[src/rtl/mul_div_unit.sv]
// mul_div_unit: iterative RV32M multiply/divide unit, one bit per cycle.
// Ports: clk, rst (sync, active-high) | start, funct3, rs1_val, rs2_val, rd
//   request | busy (issue stall) | done (Reg_write), result (WD), rd_out (A3).
// Option MDU_EARLY_OUT_EN: a multiply by zero, a divide by zero or a signed
//   divide overflow skips the iterative path and completes after one edge.
module mul_div_unit (
    input  logic        clk,
    input  logic        rst,
    input  logic        start,
    input  logic [2:0]  funct3,
    input  logic [31:0] rs1_val,
    input  logic [31:0] rs2_val,
    input  logic [4:0]  rd,
    output logic        busy,
    output logic        done,
    output logic [31:0] result,
    output logic [4:0]  rd_out
);

    localparam logic [1:0] S_IDLE = 2'd0;
    localparam logic [1:0] S_CALC = 2'd1;
    localparam logic [1:0] S_FIX  = 2'd2;
    localparam logic [1:0] S_DONE = 2'd3;

    logic [1:0]  state_q, state_d;
    logic [4:0]  cnt_q, cnt_d;
    logic [2:0]  op_q, op_d;
    logic [4:0]  rd_q, rd_d;
    logic [31:0] m_q, m_d;
    logic [63:0] prod_q, prod_d;
    logic [31:0] araw_q, araw_d;
    logic        neg_q, neg_d;
    logic        rneg_q, rneg_d;
    logic        dz_q, dz_d;
    logic        ovf_q, ovf_d;
    logic        pend_q, pend_d;
    logic [31:0] result_q, result_d;
    logic [4:0]  rd_out_q, rd_out_d;

    // Operand decode on the request side
    logic        sgn_a, sgn_b;
    logic        sa, sb;
    logic [31:0] amag, bmag;
    logic        in_dz, in_ovf;
    logic        early_w;

    always_comb begin
        if (funct3[2]) begin
            sgn_a = ~funct3[0];
            sgn_b = ~funct3[0];
        end else begin
            sgn_a = (funct3[1:0] == 2'b01) || (funct3[1:0] == 2'b10);
            sgn_b = (funct3[1:0] == 2'b01);
        end
    end

    assign sa   = sgn_a & rs1_val[31];
    assign sb   = sgn_b & rs2_val[31];
    assign amag = sa ? -rs1_val : rs1_val;
    assign bmag = sb ? -rs2_val : rs2_val;

    assign in_dz  = funct3[2] && (rs2_val == 32'd0);
    assign in_ovf = funct3[2] && !funct3[0]
                 && (rs1_val == 32'h8000_0000)
                 && (rs2_val == 32'hFFFF_FFFF);

`ifdef MDU_EARLY_OUT_EN
    assign early_w = in_dz | in_ovf
                   | (!funct3[2]
                      && ((rs1_val == 32'd0) || (rs2_val == 32'd0)));
`else
    assign early_w = 1'b0;
`endif

    // One iteration step; the product register doubles as
    // {remainder, quotient} during division.
    logic [31:0] hi, lo;
    logic [32:0] msum;
    logic [32:0] dtmp, ddif;
    logic        dge;
    logic [63:0] mul_step, div_step;

    assign hi   = prod_q[63:32];
    assign lo   = prod_q[31:0];
    assign msum = {1'b0, hi} + ({33{lo[0]}} & {1'b0, m_q});
    assign mul_step = {msum, lo[31:1]};

    assign dtmp = {hi, lo[31]};
    assign ddif = dtmp - {1'b0, m_q};
    assign dge  = (dtmp >= {1'b0, m_q});
    assign div_step = {(dge ? ddif[31:0] : dtmp[31:0]), lo[30:0], dge};

    // Sign fix-up and result selection
    logic [63:0] mul_v;
    logic [31:0] quo_v, rem_v;
    logic [31:0] fix_res, spec_res;

    assign mul_v = neg_q  ? -prod_q : prod_q;
    assign quo_v = neg_q  ? -lo     : lo;
    assign rem_v = rneg_q ? -hi     : hi;

    always_comb begin
        spec_res = 32'd0;
        if (op_q[2]) begin
            if (dz_q)
                spec_res = op_q[1] ? araw_q : 32'hFFFF_FFFF;
            else
                spec_res = op_q[1] ? 32'd0 : 32'h8000_0000;
        end
    end

    always_comb begin
        fix_res = 32'd0;
        unique case (op_q)
            3'b000: fix_res = mul_v[31:0];
            3'b001,
            3'b010,
            3'b011: fix_res = mul_v[63:32];
            3'b100,
            3'b101: fix_res = quo_v;
            3'b110,
            3'b111: fix_res = rem_v;
            default: fix_res = 32'd0;
        endcase
        // Signed divide by zero and overflow need values the
        // magnitude datapath cannot produce after negation.
        if (dz_q || ovf_q)
            fix_res = spec_res;
    end

    // Control
    logic load;

    always_comb begin
        state_d  = state_q;
        cnt_d    = cnt_q;
        op_d     = op_q;
        rd_d     = rd_q;
        m_d      = m_q;
        prod_d   = prod_q;
        araw_d   = araw_q;
        neg_d    = neg_q;
        rneg_d   = rneg_q;
        dz_d     = dz_q;
        ovf_d    = ovf_q;
        pend_d   = 1'b0;
        result_d = result_q;
        rd_out_d = rd_out_q;
        load     = 1'b0;

        unique case (state_q)
            S_IDLE: begin
                if (pend_q) begin
                    state_d  = S_DONE;
                    result_d = spec_res;
                    rd_out_d = rd_q;
                end else if (start) begin
                    load = 1'b1;
                end
            end
            S_CALC: begin
                prod_d = op_q[2] ? div_step : mul_step;
                cnt_d  = cnt_q + 5'd1;
                if (cnt_q == 5'd31)
                    state_d = S_FIX;
            end
            S_FIX: begin
                state_d  = S_DONE;
                result_d = fix_res;
                rd_out_d = rd_q;
            end
            S_DONE: begin
                state_d = S_IDLE;
                if (start)
                    load = 1'b1;
            end
            default: state_d = S_IDLE;
        endcase

        if (load) begin
            op_d    = funct3;
            rd_d    = rd;
            araw_d  = rs1_val;
            cnt_d   = 5'd0;
            m_d     = funct3[2] ? bmag : amag;
            prod_d  = {32'd0, (funct3[2] ? amag : bmag)};
            neg_d   = sa ^ sb;
            rneg_d  = sa;
            dz_d    = in_dz;
            ovf_d   = in_ovf;
            // Early-out waits one cycle in IDLE, then reports.
            pend_d  = early_w;
            state_d = early_w ? S_IDLE : S_CALC;
        end
    end

    always_ff @(posedge clk) begin
        if (rst) begin
            state_q  <= S_IDLE;
            cnt_q    <= 5'd0;
            op_q     <= 3'd0;
            rd_q     <= 5'd0;
            m_q      <= 32'd0;
            prod_q   <= 64'd0;
            araw_q   <= 32'd0;
            neg_q    <= 1'b0;
            rneg_q   <= 1'b0;
            dz_q     <= 1'b0;
            ovf_q    <= 1'b0;
            pend_q   <= 1'b0;
            result_q <= 32'd0;
            rd_out_q <= 5'd0;
        end else begin
            state_q  <= state_d;
            cnt_q    <= cnt_d;
            op_q     <= op_d;
            rd_q     <= rd_d;
            m_q      <= m_d;
            prod_q   <= prod_d;
            araw_q   <= araw_d;
            neg_q    <= neg_d;
            rneg_q   <= rneg_d;
            dz_q     <= dz_d;
            ovf_q    <= ovf_d;
            pend_q   <= pend_d;
            result_q <= result_d;
            rd_out_q <= rd_out_d;
        end
    end

    assign busy   = (state_q == S_CALC) || (state_q == S_FIX);
    assign done   = (state_q == S_DONE);
    assign result = result_q;
    assign rd_out = rd_out_q;

endmodule

[config.mk]
export PLATFORM = sky130hd
export DESIGN_NAME = mul_div_unit
export DESIGN_NICKNAME = d
export VERILOG_FILES = /design/src/rtl/mul_div_unit.sv
export SDC_FILE = /design/constraint.sdc
export NUM_CORES = 1
export LEC_CHECK = 0
export ABC_AREA = 1
export CAP_MARGIN = 20
export CORE_ASPECT_RATIO = 0.9
export CORE_MARGIN = 3
export CORE_UTILIZATION = 25
export CTS_CLUSTER_DIAMETER = 120
export CTS_CLUSTER_SIZE = 25
export DETAILED_ROUTE_END_ITERATION = 8
export PLACE_DENSITY = 0.48
export SYNTH_ARGS = -nofsm -noshare
export SYNTH_HDL_FRONTEND = slang
export SYNTH_SLANG_ARGS = --single-unit
[constraint.sdc]
create_clock -name clk -period 2.9 [get_ports clk]
set_clock_uncertainty 0.05 [all_clocks]
set_input_delay 0.29 -clock clk [delete_from_list [all_inputs] [get_ports clk]]
set_output_delay 0.29 -clock clk [all_outputs]
set_load 0.03 [all_outputs]
### Word-level counts from Yosys, hierarchy flattened

Index checks and enable logic that the tools add are counted.

| operators by class | value |
|---|---|
| bitwise operators | 6 |
| equality and inequality tests | 18 |
| add/sub/neg operators | 8 |
| reductions and logical operators | 19 |
| order comparisons | 1 |
| multiplexer cells | 24 |

Operators by type and width:

| kind | count |
|---|---|
| 2-to-1 mux 32 bit | 14 |
| 2-to-1 mux 64 bit | 2 |
| negation 32 bit | 4 |
| one-hot mux 32 bit (4 select lines) | 1 |
| == test 32 bit (second input constant) | 2 |
| negation 64 bit | 1 |
| adder 32 x 33 -> 33 bit | 1 |
| AND 33 x 32 -> 33 bit | 1 |
| >= comparator 33 x 32 -> 1 bit | 1 |
| logical NOT 32 bit | 1 |
| subtractor 32 bit | 1 |
| == test 3 bit (second input constant) | 4 |
| OR reduction 2 bit | 4 |
| == test 2 bit (second input constant) | 3 |
| == test 3 x 2 -> 1 bit (second input constant) | 2 |
| one-hot mux 2 bit (3 select lines) | 1 |
| adder 5 x 1 -> 5 bit (second input constant) | 1 |
| == test 5 bit (second input constant) | 1 |
| 2-to-1 mux 1 bit | 5 |
| == test 2 x 1 -> 1 bit (second input constant) | 2 |
| logical AND 1 bit | 4 |
| inequality test 2 bit (second input constant) | 2 |
| AND reduction 2 bit | 2 |
| == test 3 x 1 -> 1 bit (second input constant) | 1 |
| 11 further kinds | 15 |

| word-level totals | value |
|---|---|
| word-level logic and storage cells | 91 |
| register bits after elaboration | 184 |
| bits of input ports | 75 |

### Logic depth before layout (Yosys ltp)

Gate-level depths: netlist (run 1).

| depth | value |
|---|---|
| word-level depth | 7 |
| gate-level depth with buffers | 21 |

### Worst setup path after synthesis (run 1)

OpenSTA, ideal clock, no wires.

| timing | value |
|---|---|
| kind | flip-flop to flip-flop |
| start | reg prod_q[0] |
| end | reg prod_q[45] |
| buffers on the path | 2 |
| setup slack | 0.352 ns |
| cell stages (with the launch flop) | 18 |
| setup time | 0.117 ns |
| arrival time | 2.381 ns |
| data required time | 2.733 ns |
| period minus slack after synthesis | 2.548 ns |
| cells stage by stage | dfxtp_1 -> buf_2 -> buf_1 -> nand2_1 -> inv_1 -> ha_1 -> fa_1 -> nand2_1 -> nand3_1 -> nand2_1 -> o21ai_0 -> nand3_1 -> nand2_1 -> or2_2 -> nand3_1 -> nand3_1 -> nor2_1 -> nor2_1 |

| between the ends | value |
|---|---|
| cells in the longest elaborated chain, start to end | 3 |

RTL lines:

| item | RTL line | RTL |
|---|---|---|
| from (decl) | 30 | `logic [63:0] prod_q, prod_d;` |
| from (signal assigned) | 219 | `prod_q <= prod_d;` |
| AND 33 x 32 -> 33 bit | 85 | `assign msum = {1'b0, hi} + ({33{lo[0]}} & {1'b0, m_q});` |
| adder 32 x 33 -> 33 bit | 85 |  |
| 2-to-1 mux 64 bit | 162 | `prod_d = op_q[2] ? div_step : mul_step;` |

Every way passes these cells.
A chain may end at the register's enable or synchronous reset.

### Worst setup path after layout (run 1)

| timing | value |
|---|---|
| start | reg prod_q[0] |
| end | reg prod_q[46] |

Same word-level chain as after synthesis.

==> results of run 1 <==
==> path summary, 6_finish.rpt <==
kind,slack [ns],end,startpoint,cells past startpoint
setup reg to reg,0.15,prod_q[46],prod_q[0],15
setup / recovery,0.15,prod_q[46],prod_q[0],15
hold reg to reg,0.40,rd_q[4],rd_q[4],2
hold / removal,0.33,rd_q[0],rd[0],3
==> Yosys cell counts, drive strengths merged (4+ instances only) <==
master	number	area, um^2
o21ai	227	1147
a31oi	9	56.30
nand3	341	1762
inv	545	2046
nor2	352	1426
nand4	47	294.0
nand2	1129	4309
clkbuf	78	292.8
o21bai	9	67.56
nor3	34	201.5
or2	11	68.82
dfxtp	184	3684
o221ai	6	52.55
nand3b	17	127.6
o211ai	52	390.4
buf	51	296.5
xor2	58	508.0
a21oi	218	1125
a22oi	4	30.03
xnor2	13	113.9
o22ai	36	225.2
ha	78	975.9
a21o	5	37.54
==> flip-flops by register name, summed over array words and instances, names as in the netlist <==
signal / cells
prod_q: 64
araw_q: 32
m_q: 32
result: 32
cnt_q: 5
rd_out: 5
rd_q: 5
op_q: 3
state_q: 2
dz_q: 1
neg_q: 1
ovf_q: 1
rneg_q: 1
==> layout make-up <==
type | instances | area share
multi-input combinational | 2663 | 0.5674
clock inverter | 14 | 0.006876
tap | 1029 | 0.05571
clock buffer | 18 | 0.01900
sequential | 184 | 0.1596
inverter | 548 | 0.08901
timing repair buffer | 266 | 0.1024
==> worst max-delay path, cell delays in order (launching register included) <==
cell and delay (ns):
dfxtp_1 0.35, buf_12 0.18, nand2_1 0.18, inv_1 0.08, ha_1 0.37, nand2_1 0.10
inv_1 0.08, nand2_1 0.10, o21ai_0 0.24, inv_1 0.07, nand2_1 0.16, xor2_1 0.34
nand2_1 0.10, nand2_1 0.09, inv_1 0.04, a21oi_1 0.14
==> metrics by stage <==
stage	hold WS (ns)	instances	worst slack [ns]	setup TNS [ns]	cell area (um^2)
floorplan	0.3695	3524	0.3515	0	19400
global placement	0.3849	4689	-0.01314	-0.01314	22490
detailed placement	0.3905	4689	0.01783	0	22490
CTS	0.3058	4721	0.03706	0	23090
global route	0.3376	4722	0.01817	0	23110
finish	0.3325	4722	0.1495	0	23110
==> power groups by stage <==
stage	clock network [W]	registers [W]	logic, W
3_5_place_dp	0	0.00413	0.0164
2_1_floorplan	0	0.00406	0.0104
6_report	0.00254	0.00414	0.0169
3_3_place_gp	0	0.00414	0.0165
4_1_cts	0.00257	0.00408	0.0165
5_1_grt	0.00267	0.00417	0.0185
==> metal layers <==
| metal | wire length [um] | share of wire |
|---|---|---|
| met1 | 47680 | 0.48 |
| met2 | 40550 | 0.41 |
| met3 | 8525 | 0.085 |
| met4 | 2952 | 0.030 |
| met5 | 17 | 0.00017 |
==> logic make-up after synthesis <==
| logic type | count (synthesis) | synth area share |
|---|---|---|
| fa+ha+maj | 80 | 0.05238 |
| simple gates | 1937 | 0.4241 |
| compound gates | 575 | 0.1651 |
| buf+inv | 677 | 0.1364 |
| xor+xnor | 71 | 0.03206 |
| flops | 184 | 0.1899 |
==> what timing repair did <==
item,4_1_cts,5_1_grt
endpoints found under the setup margin,0,14
gates resized for setup,0,7
hold buffers,0,0
==> flow_summary.ini, run 1 <==
[status]
status = completed

[grt]
grt_max_degree = 105
grt_pass1_wl_um = 144000
use_met2 = 0.3436
grt_pass1_vias = 21530
grt_busiest_layer = met1
grt_use_met3 = 0.04236
antenna_found_initial = 2
use_met1 = 0.3575
grt_util_all_layers = 0.2388
overflow = 0

[sta]
rsz0062_at_grt = false
worst_pin_slew_ns = 1.002
max_freq_mhz = 363.6
min_period_over_period = 0.9485
max_slew_margin = 0.3319
finalMaxSlewViolations = 0
period_needed_ns = 2.751
setup_violations = 0
hold_violations = 0

[synth]
ys_types = 49
syn_avg_cell_area_um2 = 5.504
async_reset_ff_frac = 0
synth-seq-area-share = 0.1899
ys_ff_latch = 184
synth_edf_count = 0
syn_area_um2 = 19400
synth_ff_type = dfxtp_1
synthCells = 3524
yosysWarnings = 0
syn_nets = 3679

[power]
swShare = 0.5884
ir_worst_vdd_uv = 474.8
p_int_w = 0.009698
p_per_area_nw_per_um2 = 1020
leakagePower_nw = 11.59
clkPwrFrac = 0.108
power_frac_seq = 0.176
power_frac_comb = 0.716
finalPower_w = 0.02356
switching_power_w = 0.01386

[detailed_routing]
firstDrtPassIters = 5
remaining_drc_errors = 0
drt-total-wl_um = 99730
dr_total_vias = 23860
drt-initial-drc-count = 2733
ant_nets = 0
wire_per_inst_um = 21.12
via_per_inst = 5.053

[place]
place.port_buffers = 113
gp_congestion = 0.9849
hpwl_um = 81510

[finish]
layout_common_cells = nand2_1, inv_1, nand3_1, nor2_1
nNetsFinal = 3835
drive_above_1_share = 0.08042
fill_cells = 8824
antenna_cells = 0
final_common_cell = nand2_1
area_delta_synth_final_pct = 19.14
ff_latch_area_um2 = 3689
multi_input_area_um2 = 13110
utilization = 0.3020

[worst_setup_path]
required_ns = 3.27
endpoint_kind = flip-flop
worst-setup-path-type = flip-flop to flip-flop
worst_ep_arrival_time_ns = 3.12
path_max_fanout = 31
start_kind = flip-flop

[floorplan]
io_pins = 114
die_width_um = 299.6
rows = 96
die_area_um2 = 80970
initial_core_util = 0.2535
die_y_um = 270.3
core_area_um2 = 76510

[cts]
post_cts_buffers = 0
clock_latency_ns = 0.51
clock-root-buffer = clkbuf_16
cts_buffer_depth = 2
cts_sinks = 184
htree_levels = 4
cts_tree = built
clk_pin_slew_ns = 0.09
numCtsBuffers = 17

[hold_path]
hp-class = primary input to flip-flop

[run]
cap_violations = 0
Power figures use the tool's default switching activity.
==> inputs of run 2 (changes only) <==
--- a/config.mk
+++ b/config.mk
@@ -8,10 +8,9 @@
 export ABC_AREA = 1
 export CAP_MARGIN = 20
 export CORE_ASPECT_RATIO = 0.9
-export CORE_MARGIN = 3
+export CORE_MARGIN = 1.5
 export CORE_UTILIZATION = 25
 export CTS_CLUSTER_DIAMETER = 120
-export CTS_CLUSTER_SIZE = 25
 export DETAILED_ROUTE_END_ITERATION = 8
 export PLACE_DENSITY = 0.48
 export SYNTH_ARGS = -nofsm -noshare
==> flow_summary.ini, run 2 (synthesis results as in run 1) <==
[status]
status = completed

[cts]
clock_latency_ns = 0.50
cts_sinks = 184
clock-root-buffer = clkbuf_16
numCtsBuffers = 17
htree_levels = 4
clk_pin_slew_ns = 0.08
postCtsHoldBufs = 0
cts_buffer_depth = 2
cts_tree = built

[finish]
utilization = 0.3065
area_delta_synth_final_pct = 20.89
fill_cells = 8870
largest_register = prod_q
layout_common_cells = nand2_1, inv_1, nand3_1, nor2_1, o21ai_0
fin_cells = 4761
multi_input_area_um2 = 13110
stdcell_area_um2 = 23450
nNetsFinal = 3871
largest_reg_flops = 64
drive_above_1_share = 0.08903
ff_latch_area_um2 = 3689
final_common_cell = nand2_1

[detailed_routing]
drt-initial-drc-count = 2602
ant_nets = 0
dr_total_vias = 23880
wire_per_inst_um = 21.03
drt-total-wl_um = 100100
via_per_inst = 5.015
firstDrtPassIters = 6
remaining_drc_errors = 0

[floorplan]
die_y_um = 267.3
core_area_um2 = 76510
die_area_um2 = 79270
initial_core_util = 0.2535
io_pins = 114
rows = 96
die_width_um = 296.6

[place]
place.port_buffers = 113
hpwl_um = 82660
dpl.cell_count = 4726
place_area_um2 = 22840
gp_congestion = 0.9950

[power]
switching_power_w = 0.01407
p_int_w = 0.01003
ir_worst_vdd_uv = 554.1
swShare = 0.5836
power_frac_seq = 0.168
p_per_area_nw_per_um2 = 1028
power_frac_comb = 0.731
leakagePower_nw = 11.77
clkPwrFrac = 0.101

[grt]
overflow = 0
grt_util_all_layers = 0.2490
grt_pass1_vias = 21830
antenna_found_initial = 3
grt_max_degree = 105
grt_pass1_wl_um = 144300

[worst_setup_path]
slowest_stage = nor2_1
path_max_fanout = 5
worst-setup-path-type = flip-flop to flip-flop
critPathMostFrequentCell = nand2_1
required_ns = 3.28
start_kind = flip-flop
endpoint_kind = flip-flop
worst_ep_arrival_time_ns = 3.18
r2r_start = prod_q[31]
max_stage_delay_ns = 0.61
reg2reg_slack_ns = 0.10
crit_chain = buf_4, nor2_1, nand2_1, nor2_1, nand2_1, nand2_1, nand2_1, xor2_1, o21ai_1, nand3_1, a21oi_1
r2r-end = result[0]
r2r_cells = 11

[sta]
max_slew_margin = 0.4858
setup_violations = 0
final.setup.tns_ns = 0
rsz0062_at_grt = false
min_period_over_period = 0.9648
period_needed_ns = 2.798
max_freq_mhz = 357.4
finalMaxSlewViolations = 0
hold_violations = 0
worst_pin_slew_ns = 0.7685

[hold_path]
hp-class = primary input to flip-flop
whs_endpoint = rd_q[4]
worstHoldStart = rd[4]
min_path_cells = 3

[run]
cap_violations = 0
==> run 2: changes by cell type in the layout (fill, tap and decap cells not counted), moves of 2 or more <==
cell	delta
clkinv_8	+2
buf_4	+30
diode_2	+3
buf_12	+6
nand2_2	-2
nand2_1	+2
==> run 2: how the worst max path moves through the flow <==
stage	start	endpoint	slack, ns	cells past startpoint
3_5_place_dp	rs2_val[0]	m_q[31]	0.07	10
4_1_cts	m_q[20]	prod_q[45]	0.05	18
2_1_floorplan	prod_q[0]	prod_q[45]	0.35	17
5_1_grt	prod_q[0]	prod_q[49]	0.003	14
3_3_place_gp	m_q[20]	prod_q[36]	0.06	13
6_report	prod_q[31]	result[0]	0.10	11
==> run 2: power by group through the flow <==
stage | Clock, W | Combinational (W) | Sequential [W]
final | 0.00243 | 0.0176 | 0.00406
after global routing | 0.00255 | 0.0191 | 0.00410
after CTS | 0.00246 | 0.0172 | 0.00401
after global placement | 0 | 0.0172 | 0.00407
after floorplan | 0 | 0.0104 | 0.00406
after detailed placement | 0 | 0.0171 | 0.00406
==> run 2: per-layer routing <==
layer  GRT usage  up-vias  routed length (um)
met4     0.08025        2                2911
met1      0.3593    11070               46150
met5           0        -                  13
met2      0.3636     1050               41580
met3     0.05237      105                9464
li1            -    11650                   -
==> run 2: final cells by class <==
cell class / instances / area share
multi-input cells: 2663 / 0.5592
diodes: 3 / 0.0003202
clock inverters: 15 / 0.006723
inverters: 548 / 0.08772
flip-flops and latches: 184 / 0.1573
repair buffers: 302 / 0.1157
well taps: 1029 / 0.05491
clock buffers: 17 / 0.01814
==> run 2: metrics by stage <==
| stage | worst slack [ns] | power, W | hold WS, ns |
|---|---|---|---|
| finish | 0.1020 | 0.02410 | 0.3111 |
| global placement | 0.05592 | 0.02131 | 0.3909 |
| global route | 0.002746 | 0.02576 | 0.3222 |
| floorplan | 0.3515 | 0.01450 | 0.3695 |
| detailed placement | 0.06931 | 0.02121 | 0.3922 |
| CTS | 0.05352 | 0.02371 | 0.2886 |
==> run 2: worst max-delay path: cells and delay by family, from the launching register on <==
family / cells / cell delay [ns]
AOI/OAI and AO/OA: 2 / 0.31
xor gates and xnor gates: 1 / 0.18
DFF: 1 / 0.32
and+or+nand+nor: 7 / 1.67
buffers and inverters: 1 / 0.18
==> run 2: timing repair <==
action,4_1_cts,5_1_grt
setup endpoints to repair,0,32
gates resized for setup,0,6
setup buffers,0,0
